`src/rtl/timer_counter.sv`:
```
// Memory-mapped countdown timer: CTRL/PRESET/COUNT registers on the CPU data bus,
// raising an interrupt request when a programmed count expires.
module timer_counter #(
    parameter int COUNT_W = 32
) (
    input  logic        clk,
    input  logic        reset,
    input  logic [1:0]  addr,
    input  logic        we,
    input  logic [31:0] wdata,
    output logic [31:0] rdata,
    output logic        irq
);

    typedef enum logic [1:0] {
        ST_IDLE = 2'd0,
        ST_LOAD = 2'd1,
        ST_CNT  = 2'd2,
        ST_INT  = 2'd3
    } state_t;

    localparam logic [1:0] ADDR_CTRL   = 2'd0;
    localparam logic [1:0] ADDR_PRESET = 2'd1;
    localparam logic [1:0] ADDR_COUNT  = 2'd2;
    localparam logic [1:0] MODE_AUTO   = 2'b01;

    state_t               state_r, state_s;
    logic [3:0]           ctrl_r, ctrl_s;
    logic [COUNT_W-1:0]   preset_r, preset_s;
    logic [COUNT_W-1:0]   count_r, count_s;
    logic                 irq_flag_r, irq_flag_s;
    logic                 irq_r;

    // Next-state and register-update logic; a CTRL write overrides the FSM.
    always_comb begin
        state_s    = state_r;
        ctrl_s     = ctrl_r;
        preset_s   = preset_r;
        count_s    = count_r;
        irq_flag_s = irq_flag_r;
        if (we && (addr == ADDR_CTRL)) begin
            ctrl_s     = wdata[3:0];
            irq_flag_s = 1'b0;
            state_s    = ST_IDLE;
        end else begin
            if (we && (addr == ADDR_PRESET)) begin
                preset_s = wdata[COUNT_W-1:0];
            end else begin
                preset_s = preset_r;
            end
            case (state_r)
                ST_IDLE: begin
                    if (ctrl_r[0]) begin
                        state_s = ST_LOAD;
                    end else begin
                        state_s = ST_IDLE;
                    end
                end
                ST_LOAD: begin
                    // Uses the registered PRESET, so a same-cycle write lands next time.
                    count_s = preset_r;
                    state_s = ST_CNT;
                end
                ST_CNT: begin
                    if (!ctrl_r[0]) begin
                        state_s = ST_IDLE;
                    end else if (count_r > COUNT_W'(1)) begin
                        count_s = count_r - COUNT_W'(1);
                    end else begin
                        count_s    = '0;
                        irq_flag_s = 1'b1;
                        state_s    = ST_INT;
                    end
                end
                ST_INT: begin
                    state_s = ST_IDLE;
                    if (ctrl_r[2:1] == MODE_AUTO) begin
                        irq_flag_s = 1'b0;
                    end else begin
                        ctrl_s[0] = 1'b0;
                    end
                end
                default: begin
                    state_s = ST_IDLE;
                end
            endcase
        end
    end

    // State and register storage with synchronous active-low reset.
    always_ff @(posedge clk) begin
        if (!reset) begin
            state_r    <= ST_IDLE;
            ctrl_r     <= 4'd0;
            preset_r   <= '0;
            count_r    <= '0;
            irq_flag_r <= 1'b0;
            irq_r      <= 1'b0;
        end else begin
            state_r    <= state_s;
            ctrl_r     <= ctrl_s;
            preset_r   <= preset_s;
            count_r    <= count_s;
            irq_flag_r <= irq_flag_s;
            irq_r      <= irq_flag_s & ctrl_s[3];
        end
    end

    // Zero-latency read mux over the register file.
    always_comb begin
        rdata = 32'd0;
        case (addr)
            ADDR_CTRL:   rdata = {28'd0, ctrl_r};
            ADDR_PRESET: rdata = 32'(preset_r);
            ADDR_COUNT:  rdata = 32'(count_r);
            default:     rdata = 32'd0;
        endcase
    end

    assign irq = irq_r;

endmodule

```
`config.mk`:
```
export PLATFORM = sky130hd
export DESIGN_NAME = timer_counter
export DESIGN_NICKNAME = d
export VERILOG_FILES = /design/src/rtl/timer_counter.sv
export SDC_FILE = /design/constraint.sdc
export NUM_CORES = 1
export LEC_CHECK = 0
export BUFFER_PORTS_ARGS = -buffer_cell sky130_fd_sc_hd__buf_2
export CAP_MARGIN = 0
export CORE_MARGIN = 1.5
export CORE_UTILIZATION = 51
export DETAILED_ROUTE_END_ITERATION = 6
export MAX_ROUTING_LAYER = met4
export PLACE_DENSITY = 0.73
export SYNTH_ARGS = -nofsm -noshare
export SYNTH_HDL_FRONTEND = slang
export SYNTH_SLANG_ARGS = --single-unit
```
`constraint.sdc`:
```
create_clock -name clk -period 3.4 [get_ports clk]
set_input_delay 0.51 -clock clk [delete_from_list [all_inputs] [get_ports clk]]
set_output_delay 0.51 -clock clk [all_outputs]
set_load 0.02 [all_outputs]
```
# Word-level counts from Yosys, hierarchy flattened
# Index checks and enable logic that the tools add are counted.
# totals
ff_bits	72
input_bits	37
output_inout_bits	33
wordCells	49
# classes
n_addsub	1
magnitude_cmp	1
eq_ne	9
mux	17
bitwise	3
reduce_logical	10
# op_table
op	n
$pmux W32 S3	1
$mux W32	2
$pmux W32 S2	1
$gt A32 B1 Y1 const B	1
$sub A32 B1 Y32 const B	1
$mux W1	8
$pmux W2 S4	1
$eq A2 B1 Y1 const B	3
$eq A2 B2 Y1 const B	3
$logic_not A2 Y1	2
$mux W2	2
$ne A2 B2 Y1 const B	2
$reduce_and A2 Y1	2
$reduce_bool A2 Y1	2
$mux W3	1
$ne A3 B3 Y1 const B	1
$reduce_and A3 Y1	1
$logic_and A1 B1 Y1	2
$not A1 Y1	2
$pmux W1 S2	1
$reduce_or A2 Y1	1
$and A1 B1 Y1	1

# Logic depth before layout (Yosys ltp)
# Gate-level depths: netlist of run 1.
# depth
depth_word	6
ltp_mapped	10
mapped_depth_nobuf	7

# Worst setup path before layout of run 1
# Ideal clock, no wire load.
# synth_path
path_type	input to register
start	in addr[1]
end	reg count_r[16]
setup_time_ns	0.074
arrival_ns	2.176
required_ns	3.326
slack_ns	1.150
path_stages	8
n_path_buf	4
cell_sequence	buf_2 > or3b_2 > clkbuf_1 > o21ai_1 > buf_6 > buf_2 > nand2_1 > a31oi_1
# synth_via
elab_chain_cells	4
# synth_rtl
element	line_no	source
start: declaration	8	input logic [1:0] addr,
$logic_not A2 Y1	41	if (we && (addr == ADDR_CTRL)) begin
$logic_and A1 B1 Y1	41	
$not A1 Y1 (no source line)	-	
$reduce_and A3 Y1 (no source line)	-	
end signal: assignment	103	count_r <= count_s;
end: declaration	30	logic [COUNT_W-1:0] count_r, count_s;
# Every way passes these cells.
# A chain may end at the register's enable or synchronous reset.

# Worst setup path in the final report of run 1
# layout_path
start	in addr[1]
end	out rdata[10]
# layout_via
elab_chain_cells	2
word_cells_on_any_way	4
classes_between	eq/ne: 2; mux: 1; reduce/logical: 1
# layout_rtl
element	line_no	source
$eq A2 B2 Y1, or another cell as far along	112	case (addr)
$pmux W32 S3 (*)	112	
end: declaration	11	output logic [31:0] rdata,
# Mark *: on every way between the ends. The rest lies on a longest branch, timed or not.

==> results of run 1 <==
-- final cells by class --
type | count | area (um2)
Inverter | 5 | 18.77
Timing Repair Buffer | 86 | 473.0
Clock buffer | 9 | 123.9
Fill cell | 755 | 3039
Tap cell | 102 | 127.6
Sequential cell | 72 | 1441
Clock inverter | 7 | 120.1
Multi-Input combinational cell | 419 | 2424
-- power groups by stage --
stage | Combinational, mW | Clock [mW] | Sequential, mW
2_1_floorplan | 0.118 | 0 | 0.886
3_3_place_gp | 0.172 | 0 | 0.892
3_5_place_dp | 0.175 | 0 | 0.892
4_1_cts | 0.177 | 0.841 | 0.872
5_1_grt | 0.197 | 0.875 | 0.874
6_report | 0.179 | 0.830 | 0.872
-- metal layers --
metal,up-vias,wire [um],track usage [%]
met5,-,0,-
li1,2125,-,-
met1,2089,5189,38.38
met3,20,962,3.496
met2,216,5695,47.14
met4,0,220,11.62
-- sequential cells by signal (all words and copies together) (netlist names) --
register and flops:
preset_r 32, ctrl_r 4, irq_flag_r 1, count_r 32
state_r 2, irq 1
-- worst max-delay path: stages --
cell,delay (ns)
buf_2,0.18
nor2b_2,0.61
buf_4,0.34
a22o_1,0.17
buf_2,0.16
-- placed cells by master (no fill, tap or decap), types with 4 or more instances in the layout --
master and n:
o21ai_0 11, o211ai_1 6, buf_2 69, o22ai_1 10
inv_1 4, nand4_1 12, a31oi_1 24, a21oi_1 54
nor2_1 22, mux2i_1 8, o21a_1 4, nor3_1 18
clkbuf_8 9, a22oi_1 8, and2_1 12, and3_1 10
or4_1 5, dfxtp_1 72, nand3_1 24, buf_4 17
or3_1 6, nand2_1 99, nor4_1 14, a22o_1 28
o31ai_1 5
-- metrics by stage --
stage | hold slack (ns) | power [mW] | area [um2] | utilization, %
2_1_floorplan | 0.4450 | 1.005 | 4133 | -
3_3_place_gp | 0.4591 | 1.064 | 4484 | 57.73
3_5_place_dp | 0.4646 | 1.067 | 4484 | 57.73
4_1_cts | 0.3737 | 1.890 | 4728 | 60.87
5_1_grt | 0.3875 | 1.946 | 4728 | 60.87
6_report | 0.3837 | 1.882 | 4728 | 60.87
-- cell families after synthesis --
kind of cell	after synthesis	synth area share, %
compound gates	166	26.55
buf+inv	61	6.751
fa+ha+maj	2	0.6054
mux	8	1.938
simple gates	243	29.28
flops	72	34.88
-- path summary, 6_finish.rpt --
| check | start | to | slack, ns | cells past startpoint |
|---|---|---|---|---|
| hold reg to reg | preset_r[19] | preset_r[19] | 0.48 | 2 |
| setup / recovery | addr[1] | rdata[10] | 0.92 | 5 |
| hold / removal | wdata[30] | preset_r[30] | 0.38 | 3 |
| setup reg to reg | count_r[0] | count_r[28] | 0.96 | 8 |
==> qor.yml, run 1 <==
status: "finished, final reports clean"
grt_pass1_wl_um: 20040
rsz0062_at_grt: "no"
cp-start-kind: "input pin"
fin_skew_ns: 0.01483
dp_cells: 684
grt_pass1_vias: 4131
syn_inst: 552
yosys_warnings: 0
routabilityCongestion: 0.9274
vias_per_cell: 6.357
ant_nets: 0
cts_hold_buf: 0
endpoint_kind: "primary output"
final_cell_count_no_fill: 700
htree_levels: 3
cts-root-buf: "clkbuf_8"
yosysTopAreaCellShare_pct: 34.88
synthDistinctLibCells: 57
syn-num-nets: 591
core_um2: 7767
yosysMostFrequentCell: "nand2_1"
start_util_pct: 53.21
min_period_ns: 2.480
vdd_drop_max_v: 0.0002656
grt-ovfl-total: 0
grt_max_degree: 38
synth_top_cell_by_area: "dfxtp_1"
nets: 632
ys_seq_area_share_pct: 34.88
async_flop_share_pct: 0
synth_edf_count: 0
die_h_um: 93.02
max_cap_viol_count: 0
path_class: "input pin to primary output"
worst_ep_arrival_time_ns: 1.97
post-dp-hpwl_um: 7966
drtIter0Drc: 332
path_max_fanout: 15
hold_violations: 0
ys_top_cells_by_count: "nand2_1 (99), dfxtp_1 (72), a21oi_1 (54)"
ys_top_cells_by_area: "dfxtp_1 (35%), nand2_1 (9.0%), a21oi_1 (6.5%)"
layout-drive-gt1-share_pct: 19.23
setup_violations: 0
ios: 70
ctsResizeCount: 0
fin_ws_ns: 0.9197
drc: 0
synthFlopType: "dfxtp_1"
internal_power_mw: 1.409
diodes: 0
numPortBuffers: 69
worst_pin_slew_ns: 0.7290
pwr-share-comb_pct: 9.5
drv_slew: 0
cts_tree: "done"
path_clk_slew_ns: 0.08
std_cell_rows: 32
cts.sinks: 72
min_period_over_period_pct: 72.95
switching_power_uw: 472.7
cts_buffers: 9
syn2layout_area_growth_pct: 14.41
worstHoldPathType: "input pin to register"
slew-limit-headroom_pct: 50.95
power.density_nw_per_um2: 398.1
leakagePower_nw: 1.989
netSwitchingFraction_pct: 25.12
firstDrtPassIters: 5
syn_area_um2: 4133
route.detailed.wl_per_inst_um: 17.24
seqPwrFrac_pct: 46.4
via_count: 4450
synth.avg_cell_area_um2: 7.487
cts_setup_buffers: 0
die-area_um2: 8653
die_w_um: 93.02
dp_slack_ns: 0.9549
antenna_found_initial: 0
clock_latency_ns: 0.36
wirelength_um: 12070
grt_use_total_pct: 29.58
ctsLongestPathBuffers: 2
pwr-share-clk_pct: 44.1
cp.required_ns: 2.89
clock.fmax_ghz: 0.4032
setup-tns-final_ns: 0
ys_ff_latch: 72
Note: power is estimated with default switching activity, not from simulation.
==> inputs of run 2 (changes only) <==
PLACE_DENSITY = 0.76   (was 0.73)
clock period = 2.23 ns   (was 3.4 ns; I/O delays follow)
==> qor.yml, run 2 (same netlist as run 1, synthesis figures left out) <==
grt_pass1_vias: 4190
ant_nets: 0
fin_ws_ns: 0.1144
vias_per_cell: 6.291
r2r-end: "count_r[30]"
internal_power_mw: 2.107
critPathLaunch: "count_r[24]"
layout_commonest_cell: "nand2_1"
std_cell_rows: 32
netSwitchingFraction_pct: 25.32
critPathCapture: "count_r[30]"
setup_violations: 0
cp-start-kind: "register"
leakagePower_nw: 2.107
grt-ovfl-total: 0
seqPwrFrac_pct: 47.1
slowest_stage: "or4_1"
die_h_um: 93.02
power.density_nw_per_um2: 573.7
path_cells: "or4_1, or3_1, or3_1, nand3b_1, a31oi_1"
ios: 70
slew-limit-headroom_pct: 57.91
drtIter0Drc: 304
cts_tree: "done"
dp_cells: 706
cts_hold_buf: 0
worstHoldPathType: "input pin to register"
worst_ep_arrival_time_ns: 2.39
final_cell_count_no_fill: 722
wirelength_um: 12380
path_clk_slew_ns: 0.08
cts_setup_buffers: 0
ff2ff_path_depth: 5
worst_pin_slew_ns: 0.6314
largestRegisters: "count_r: 32 flops, preset_r: 32 flops, ctrl_r: 4 flops"
worst_path_most_repeated_cell: "or3_1"
firstDrtPassIters: 5
layout-drive-gt1-share_pct: 22.26
core_um2: 7767
rsz0062_at_grt: "no"
antenna_found_initial: 0
switching_power_uw: 714.6
path_max_fanout: 7
hold_violations: 0
min_period_over_period_pct: 94.87
reg2reg_from: "count_r[24]"
clock_latency_ns: 0.35
pwr-share-comb_pct: 10.2
grt_max_degree: 45
die_w_um: 93.02
syn2layout_area_growth_pct: 19.01
numPortBuffers: 69
ctsResizeCount: 0
min_period_ns: 2.116
via_count: 4542
htree_levels: 3
drv_slew: 0
pwr-share-clk_pct: 42.8
endpoint_kind: "register"
die-area_um2: 8653
r2r_slack_ns: 0.11
ctsLongestPathBuffers: 2
start_util_pct: 53.21
fin_skew_ns: 0.01156
nets: 654
holdWs_ns: 0.2165
cts.sinks: 72
diodes: 0
clock.fmax_ghz: 0.4727
critical_path.max_stage_delay_ns: 0.65
dp_slack_ns: 0.1317
cp.required_ns: 2.51
vdd_drop_max_v: 0.0004077
grt_pass1_wl_um: 20400
path_class: "register to register"
grt_use_total_pct: 30.29
routabilityCongestion: 0.9211
drc: 0
cts-root-buf: "clkbuf_8"
post-dp-hpwl_um: 8218
max_cap_viol_count: 0
status: "finished, final reports clean"
route.detailed.wl_per_inst_um: 17.14
setup-tns-final_ns: 0
cts_buffers: 9
layout_common_cells: "nand2_1 (99), dfxtp_1 (72), buf_2 (69)"
## run 2: how the worst min path moves through the flow
stage	from	endpoint	slack, ns	cells after the start
floorplan	preset_r[15]	preset_r[15]	0.45	2
global placement	preset_r[6]	preset_r[6]	0.46	2
detailed placement	preset_r[30]	preset_r[30]	0.46	2
CTS	wdata[9]	preset_r[9]	0.21	3
global route	wdata[14]	preset_r[14]	0.22	3
finish	wdata[14]	preset_r[14]	0.22	3
## run 2: through the flow
stage,utilization [%],total power [mW],area (um2)
floorplan,-,1.532,4133
global placement,60.18,1.633,4674
detailed placement,60.18,1.640,4674
CTS,63.16,2.822,4906
global route,63.32,2.907,4918
finish,63.32,2.822,4918
## run 2: power groups by stage
stage / Clock (mW) / Combinational (mW) / Sequential (mW)
4_1_cts: 1.21 / 0.282 / 1.33
2_1_floorplan: 0 / 0.181 / 1.35
3_5_place_dp: 0 / 0.281 / 1.36
5_1_grt: 1.26 / 0.314 / 1.33
6_report: 1.21 / 0.287 / 1.33
3_3_place_gp: 0 / 0.275 / 1.36
## run 2: worst max-delay path: cells and delay by family, from the launching register on
| kind | cells | cell delay, ns |
|---|---|---|
| simple gates | 4 | 1.58 |
| flops | 1 | 0.31 |
| compound gates | 1 | 0.16 |
## run 2: cell type report
| type | instances | area, um2 |
|---|---|---|
| fill | 733 | 2849 |
| multi-input combinational | 419 | 2436 |
| sequential | 72 | 1441 |
| timing repair buffer | 108 | 663.1 |
| clock buffer | 12 | 155.1 |
| tap | 102 | 127.6 |
| clock inverter | 4 | 76.32 |
| inverter | 5 | 18.77 |
## run 2: per-layer routing
metal	wire length [um]	share of wire, %	up-vias	GRT usage, %
li1	-	-	2166	-
met1	5302	43	2150	37.78
met2	5952	48	200	49.70
met3	780	6.3	26	3.902
met4	340	2.7	0	12.25
met5	0	0	-	-
